[config.mk]
export PLATFORM = sky130hd
export DESIGN_NAME = ram_clear_ctrl
export DESIGN_NICKNAME = d
export VERILOG_FILES = /design/src/rtl/ram_clear_ctrl.sv
export SDC_FILE = /design/constraint.sdc
export NUM_CORES = 1
export LEC_CHECK = 0
export CORE_ASPECT_RATIO = 0.75
export CORE_MARGIN = 3
export CORE_UTILIZATION = 51
export CTS_CLUSTER_SIZE = 14
export DETAILED_ROUTE_END_ITERATION = 10
export DONT_BUFFER_PORTS = 1
export GPL_TIMING_DRIVEN = 0
export MAX_ROUTING_LAYER = met4
export PLACE_DENSITY = 0.66
export SLEW_MARGIN = 20
export SYNTH_ARGS = -nofsm -noshare
export SYNTH_HDL_FRONTEND = slang
export SYNTH_SLANG_ARGS = --single-unit
[constraint.sdc]
create_clock -name clk -period 2.63 [get_ports clk]
set_clock_uncertainty 0.1 [all_clocks]
set_input_delay 0.3945 -clock clk [delete_from_list [all_inputs] [get_ports clk]]
set_output_delay 0.3945 -clock clk [all_outputs]
set_load 0.03 [all_outputs]
[src/rtl/ram_clear_ctrl.sv]
// Front end for the scrambled SPRAM: owns the scrambling seeds, wipes the RAM after
// reset and after every seed reload, and forwards CPU accesses while idle.
module ram_clear_ctrl #(
    parameter int unsigned NUM_WORDS  = 32768,
    parameter logic [31:0] CLEAR_DATA = 32'h0
) (
    input  logic        clk,
    input  logic        reset,
    input  logic        seed_we,
    input  logic [14:0] seed_addr,
    input  logic [31:0] seed_data,
    output logic        clear_busy,
    input  logic        cpu_cs,
    input  logic [3:0]  cpu_we,
    input  logic [15:0] cpu_address,
    input  logic [31:0] cpu_write_data,
    output logic [31:0] cpu_read_data,
    output logic        cpu_ready,
    output logic [14:0] ram_addr_rand,
    output logic [31:0] ram_data_rand,
    output logic        ram_cs,
    output logic [3:0]  ram_we,
    output logic [15:0] ram_address,
    output logic [31:0] ram_write_data,
    input  logic [31:0] ram_read_data,
    input  logic        ram_ready
);

    typedef enum logic [1:0] {
        IDLE,
        DRAIN,
        CLEAR
    } state_t;

    localparam logic [14:0] LAST_WORD = 15'(NUM_WORDS - 1);

    state_t      r_state;
    state_t      w_state_nxt;
    logic [14:0] r_clr_cnt;
    logic [14:0] w_clr_cnt_nxt;
    logic        r_pending;
    logic [14:0] r_shadow_addr;
    logic [31:0] r_shadow_data;
    logic [14:0] r_addr_rand;
    logic [31:0] r_data_rand;
    logic        w_cpu_fwd;
    logic        w_seed_load;
    logic        w_seed_commit;

    // A held cs is not re-issued in its own ready cycle, hence the pending gate.
    assign w_cpu_fwd = (r_state == IDLE) & cpu_cs & ~r_pending;

    always_comb begin
        w_state_nxt   = r_state;
        w_clr_cnt_nxt = r_clr_cnt;
        w_seed_load   = 1'b0;
        w_seed_commit = 1'b0;
        case (r_state)
            IDLE: begin
                if (seed_we) begin
                    w_seed_load = 1'b1;
                    w_state_nxt = DRAIN;
                end
            end
            DRAIN: begin
                w_seed_commit = 1'b1;
                w_clr_cnt_nxt = '0;
                w_state_nxt   = CLEAR;
            end
            CLEAR: begin
                w_clr_cnt_nxt = r_clr_cnt + 15'd1;
                if (r_clr_cnt == LAST_WORD) begin
                    w_state_nxt = IDLE;
                end
            end
            default: begin
                w_state_nxt = CLEAR;
            end
        endcase
    end

    always_comb begin
        ram_cs         = 1'b0;
        ram_we         = '0;
        ram_address    = '0;
        ram_write_data = '0;
        if (!reset) begin
            if (r_state == CLEAR) begin
                ram_cs         = 1'b1;
                ram_we         = '1;
                ram_address    = {1'b0, r_clr_cnt};
                ram_write_data = CLEAR_DATA;
            end else if (w_cpu_fwd) begin
                ram_cs         = 1'b1;
                ram_we         = cpu_we;
                ram_address    = cpu_address;
                ram_write_data = cpu_write_data;
            end
        end
    end

    always_ff @(posedge clk) begin
        if (reset) begin
            r_state       <= CLEAR;
            r_clr_cnt     <= '0;
            r_pending     <= 1'b0;
            r_shadow_addr <= '0;
            r_shadow_data <= '0;
            r_addr_rand   <= '0;
            r_data_rand   <= '0;
        end else begin
            r_state   <= w_state_nxt;
            r_clr_cnt <= w_clr_cnt_nxt;
            r_pending <= w_cpu_fwd;
            if (w_seed_load) begin
                r_shadow_addr <= seed_addr;
                r_shadow_data <= seed_data;
            end
            // Seeds swap only after DRAIN, so no access straddles two seed sets.
            if (w_seed_commit) begin
                r_addr_rand <= r_shadow_addr;
                r_data_rand <= r_shadow_data;
            end
        end
    end

    // Clear-write readies never reach the CPU since pending is low for them.
    assign cpu_ready     = r_pending & ram_ready & ~reset;
    assign cpu_read_data = ram_read_data;
    assign clear_busy    = (r_state == DRAIN) | (r_state == CLEAR);
    assign ram_addr_rand = r_addr_rand;
    assign ram_data_rand = r_data_rand;

endmodule

==> run_results.csv, run 1 <==
group,metric,value,unit
global_route,gr-usage-all-layers,0.253,
pwr,p_comb_frac,0.194,
pwr,p_sw_frac,0.310,
place,dp_hpwl,10600,um
worst_setup_path,reg2reg_to,"r_clr_cnt[13]",
place,gp_congestion,0.900,
place,io_buffers,0,
timing,slew_viol_final,0,
pwr,p_leak,2.03,nW
clock_network,clkTransAtPathRegs,0.08,ns
timing,hold_viol_final,0,
drt,ant_nets,0,
global_route,gr-total-overflow,0,
global_route,antenna_found_initial,0,
clock_network,cts_buffers,9,
floorplanning,die_y,90.4,um
yosys,synth_cells,577,
timing,max-slew-margin-rel,0.417,
pwr,p_int,0.00266,W
yosys,synth_enable_flop_cells,0,
drt,drt_iter0_drc,313,
clock_network,cts-root-buf,"clkbuf_16",
layout,final_layout_size_suffix_gt1_frac,0.179,
yosys,yosys-top-cells-count,"dfxtp_1, nand2_1, nor2_1",
worst_setup_path,worst-r2r-cell-count,7,
yosys,synth_most_common_cell,"dfxtp_1",
hold_path,whs_path_depth,2,
pwr,p_seq_frac,0.475,
floorplanning,die_area,10700,sq um
worst_setup_path,start_kind,"flop",
hold_path,hp-class,"in -> reg",
drt,via_per_inst,5.47,
clock_network,clock_sinks,112,
layout,nNetsFinal,729,
yosys,netlist_area,4850,sq um
layout,diodes,0,
place,pre_cts_slack,-0.0605,ns
timing,min_period_over_period,0.996,
timing,holdWs,0.0813,ns
worst_setup_path,endpoint_kind,"output port",
global_route,grt_pass1_wl,21000,um
timing,rsz0062_at_grt,"true",
hold_path,hold_path_end,"r_shadow_data[26]",
drt,firstDrtPassIters,4,
clock_network,clockBufferDepth,2,
pwr,ir_drop,0.397,mV
clock_network,postCtsSetupBuffers,0,
floorplanning,start_util,0.529,
floorplanning,dieWidth,119,um
floorplanning,core-area,9160,sq um
yosys,ys_ff_latch,112,
drt,post_drt_wl_per_cell,19.1,um
yosys,synthesis.nets,718,
global_route,grt_pass1_vias,3824,
yosys,synth_top_area_frac,0.462,
yosys,ys_async_sr_fraction,0,
yosys,yosys_most_used_dff,"dfxtp_1",
timing,worstMarginPinSlew,0.874,ns
pwr,p_sw,0.00119,W
clock_network,clk_latency,0.34,ns
pwr,power.density,706,nW/um^2
pwr,p_clk_frac,0.331,
clock_network,ctsHoldBuffers,0,
floorplanning,ios,270,
worst_setup_path,r2r_slack,0.59,ns
yosys,synth.top_cells.by_area,"dfxtp_1, mux2i_1, nand2_1, nor2_1, a21oi_1",
flow_run,maxCapViolCount,0,
timing,setup_viol,0,
global_route,grt_max_degree,20,
worst_setup_path,worstPathRequired,2.14,ns
worst_setup_path,crit_arrival,2.12,ns
timing,fin_ws,0.0112,ns
yosys,avgSynthCellArea,8.40,sq um
timing,setup_tns,0,ns
worst_setup_path,rr_startpoint,"r_state[1]",
yosys,synth_top_area_cell,"dfxtp_1",
yosys,seq_area_frac_synth,0.462,
yosys,ys_types,33,
clock_network,h-tree-depth,3,
timing,layout_min_cycle_time,2.62,ns
clock_network,cts_tree,"yes",
drt,vias,3941,
yosys,yosysWarningCount,0,
worst_setup_path,cp_max_fo,10,
status,status,"finished, final reports clean",
timing,fmaxAchievable,0.382,GHz
drt,wl,13800,um
worst_setup_path,crit_type,"reg -> out",
layout,area_delta_synth_final,12.5,%
hold_path,hp-start,"seed_data[26]",
floorplanning,num_rows,30,
drt,drc_errors,0,
## flip-flops by register name, indices dropped and copies added (netlist names)
register       flops
r_shadow_addr     15
r_clr_cnt         15
ram_data_rand     32
r_state            2
r_pending          1
r_shadow_data     32
ram_addr_rand     15
## metal layers
| metal | track usage | up-vias | wire length (um) |
|---|---|---|---|
| li1 | - | 1897 | - |
| met1 | 0.292 | 1849 | 5490 |
| met2 | 0.430 | 177 | 6990 |
| met3 | 0.0827 | 18 | 1090 |
| met4 | 0.0617 | 0 | 204 |
| met5 | - | - | 0 |
## how the worst max path moves through the flow
stage	from	end	slack, ns	depth (start not counted)
after CTS	r_state[0]	ram_write_data[14]	0.02	6
final	r_state[0]	ram_we[0]	0.01	6
after floorplan	r_state[0]	ram_address[13]	0.32	8
after global placement	r_state[0]	ram_address[1]	-0.03	8
after global routing	r_state[0]	ram_we[3]	-0.09	6
after detailed placement	r_state[0]	ram_address[1]	-0.06	8
## logic make-up after synthesis
logic type | after synthesis | share of synthesized area
xor+xnor | 10 | 0.0181
compound gates | 66 | 0.0720
buf+inv | 78 | 0.0890
flops | 112 | 0.462
simple gates | 247 | 0.224
mux | 59 | 0.122
fa+ha+maj | 5 | 0.0129
## metrics by stage
stage,instance area (sq um),total power [W],instances,util
after global placement,5010,0.00254,705,0.547
final,5450,0.00385,721,0.595
after floorplan,4850,0.00242,577,-
after global routing,5450,0.00402,721,0.595
after detailed placement,5010,0.00255,705,0.547
after CTS,5430,0.00386,721,0.592
## cell usage in the layout (no fill, tap or decap), drive strengths merged, types with 4 or more instances in the layout
cell type / n
a21oi: 55
and3: 34
buf: 50
clkbuf: 32
dfxtp: 112
ha: 5
inv: 9
mux2i: 59
nand2: 109
nand3: 5
nand4: 5
nor2: 78
o22ai: 4
xnor2: 5
xor2: 5
## layout make-up
cell class,instances,area (sq um)
Clock inverter,6,48.8
Inverter,6,22.5
Clock buffer,10,229
Fill cell,842,3700
Multi-Input combinational cell,387,2330
Sequential cell,112,2240
Buffer,72,424
Tap cell,128,160
## power groups by stage
stage	registers, W	logic [W]	clock network [W]
after detailed placement	0.00187	0.000687	0
after global placement	0.00186	0.000675	0
after CTS	0.00183	0.000730	0.00130
after floorplan	0.00185	0.000569	0
final	0.00183	0.000746	0.00127
after global routing	0.00184	0.000810	0.00137
## what timing repair did
action,CTS,global route
gates resized for setup,50,18
pin swaps,4,5
endpoints found under the setup margin,39,46
## critical path, stage by stage (launching register included)
cell and delay, ns:
dfxtp_1 0.34, inv_2 0.11, ha_1 0.15, buf_2 0.24, clkbuf_2 0.38, nor2_1 0.10
nor2_1 0.47
No activity file was read; power rests on OpenSTA's default activity.
==> run 2, diff against run 1 <==
- CORE_ASPECT_RATIO: 0.75 -> 0.7
==> run_results.csv, run 2 (same netlist as run 1, synthesis figures left out) <==
group,metric,value,unit
flow_run,maxCapViolCount,0,
drt,firstDrtPassIters,4,
timing,fmaxAchievable,0.392,GHz
drt,vias,3937,
timing,setup_tns,0,ns
worst_setup_path,crit_type,"reg -> out",
worst_setup_path,critical_path.most_common_cell,"buf_2",
pwr,power.density,739,nW/um^2
layout,final_layout_size_suffix_gt1_frac,0.175,
worst_setup_path,worstPathRequired,2.14,ns
worst_setup_path,cp_num_buf_inv,3,
floorplanning,num_rows,29,
clock_network,postCtsSetupBuffers,0,
timing,slew_viol_final,0,
worst_setup_path,crit_arrival,2.06,ns
timing,worstMarginPinSlew,0.840,ns
worst_setup_path,cpPeakStageDelay,0.44,ns
layout,nNetsFinal,729,
clock_network,h-tree-depth,3,
clock_network,ctsHoldBuffers,0,
global_route,antenna_found_initial,0,
global_route,gr-total-overflow,0,
layout,final_cell_mix,"dfxtp_1, nand2_1, nor2_1",
drt,drc_errors,0,
drt,ant_nets,0,
status,status,"finished, final reports clean",
timing,min_period_over_period,0.970,
pwr,ir_drop,0.483,mV
layout,final_common_cell,"dfxtp_1",
clock_network,cts_buffers,9,
global_route,grtUsageMet3,0.0878,
floorplanning,start_util,0.530,
clock_network,clock_sinks,112,
pwr,p_leak,2.06,nW
floorplanning,dieWidth,123,um
drt,wl,12900,um
timing,layout_min_cycle_time,2.55,ns
global_route,grt_pass1_wl,19000,um
floorplanning,die_y,87.6,um
worst_setup_path,slowest_stage,"nor2_1",
layout,diodes,0,
timing,rsz0062_at_grt,"true",
clock_network,cts_tree,"yes",
global_route,grtUsageMet1,0.284,
worst_setup_path,path_cells,"inv_2 -> ha_1 -> buf_2 -> buf_2 -> mux2i_1 -> nor2_1",
place,io_buffers,0,
global_route,gr-usage-all-layers,0.233,
global_route,busiest_layer,"met2",
clock_network,clkTransAtPathRegs,0.08,ns
hold_path,hp-class,"in -> reg",
global_route,grt_max_degree,21,
global_route,gr-usage-met2,0.375,
floorplanning,die_area,10700,sq um
drt,via_per_inst,5.49,
clock_network,clk_latency,0.34,ns
worst_setup_path,endpoint_kind,"output port",
timing,setup_viol,0,
place,gp_congestion,0.815,
layout,area_delta_synth_final,13.0,%
clock_network,clockBufferDepth,2,
worst_setup_path,critical_path.top_delay_family,"buffers and inverters",
clock_network,cts-root-buf,"clkbuf_16",
timing,max-slew-margin-rel,0.440,
drt,post_drt_wl_per_cell,18.0,um
worst_setup_path,start_kind,"flop",
worst_setup_path,cp_max_fo,10,
layout,postLayoutCoreUtil,0.599,
drt,drt_iter0_drc,232,
floorplanning,ios,270,
timing,hold_viol_final,0,
floorplanning,core-area,9140,sq um
global_route,grt_pass1_vias,3610,
place,dp_hpwl,9910,um
[run 2: changes by cell type in the layout (fill, tap and decap cells not counted), moves of 2 or more]
cell	previous run	this run
clkbuf_2	5	3
nor2_2	1	9
bufinv_16	0	2
and3_1	3	12
nor2_1	77	69
and3_4	10	1
[run 2: area by class of cell]
type / count / area (sq um)
buffer: 72 / 423
clock buffer: 9 / 225
clock inverter: 7 / 110
fill: 849 / 3660
inverter: 6 / 22.5
multi-input combinational: 387 / 2300
sequential: 112 / 2240
tap: 124 / 155
[run 2: routing by layer]
layer / up-vias / wire, um / part of all wire
met5: - / 0 / 0
met4: 0 / 111 / 0.0086
met3: 11 / 1270 / 0.099
met2: 169 / 6090 / 0.47
met1: 1856 / 5400 / 0.42
li1: 1901 / - / -
[run 2: final timing paths]
path | start | endpoint | slack [ns] | depth (start not counted)
worst min register to register | r_shadow_data[16] | r_shadow_data[16] | 0.36 | 2
worst min-delay path | seed_data[14] | r_shadow_data[14] | 0.07 | 2
worst max register to register | r_state[0] | r_clr_cnt[2] | 0.61 | 7
worst max-delay path | r_state[0] | ram_address[7] | 0.08 | 6
[run 2: report_power, final]
part | internal [W] | leakage, nW | switching, W
sequential | 0.00177 | 0.903 | 0.0000537
combinational | 0.000230 | 1.00 | 0.000508
clock | 0.000853 | 0.160 | 0.000634
total | 0.00285 | 2.06 | 0.00120
[run 2: stage by stage]
| step | setup slack, ns | hold slack, ns | cells | cell area [sq um] | power (W) |
|---|---|---|---|---|---|
| floorplan | 0.324 | 0.336 | 577 | 4850 | 0.00242 |
| global placement | 0.0378 | 0.341 | 701 | 5000 | 0.00252 |
| detailed placement | 0.00457 | 0.347 | 701 | 5000 | 0.00254 |
| CTS | 0.0131 | 0.0643 | 717 | 5430 | 0.00406 |
| global route | -0.0535 | 0.0626 | 717 | 5480 | 0.00423 |
| finish | 0.0801 | 0.0735 | 717 | 5480 | 0.00405 |
[run 2: worst reg2reg max path, delay by kind of cell (launching register included)]
family / cells / cell delay, ns
AND/OR/NAND/NOR: 1 / 0.10
AO/OA/AOI/OAI: 1 / 0.28
adder cells (fa/ha/maj): 1 / 0.19
buffers and inverters: 4 / 0.86
flip-flops: 1 / 0.38
[run 2: what timing repair did]
action                     in CTS  in global routing
setup endpoints to repair      34                 46
resized for setup              30                 24
pin swaps                       4                  1
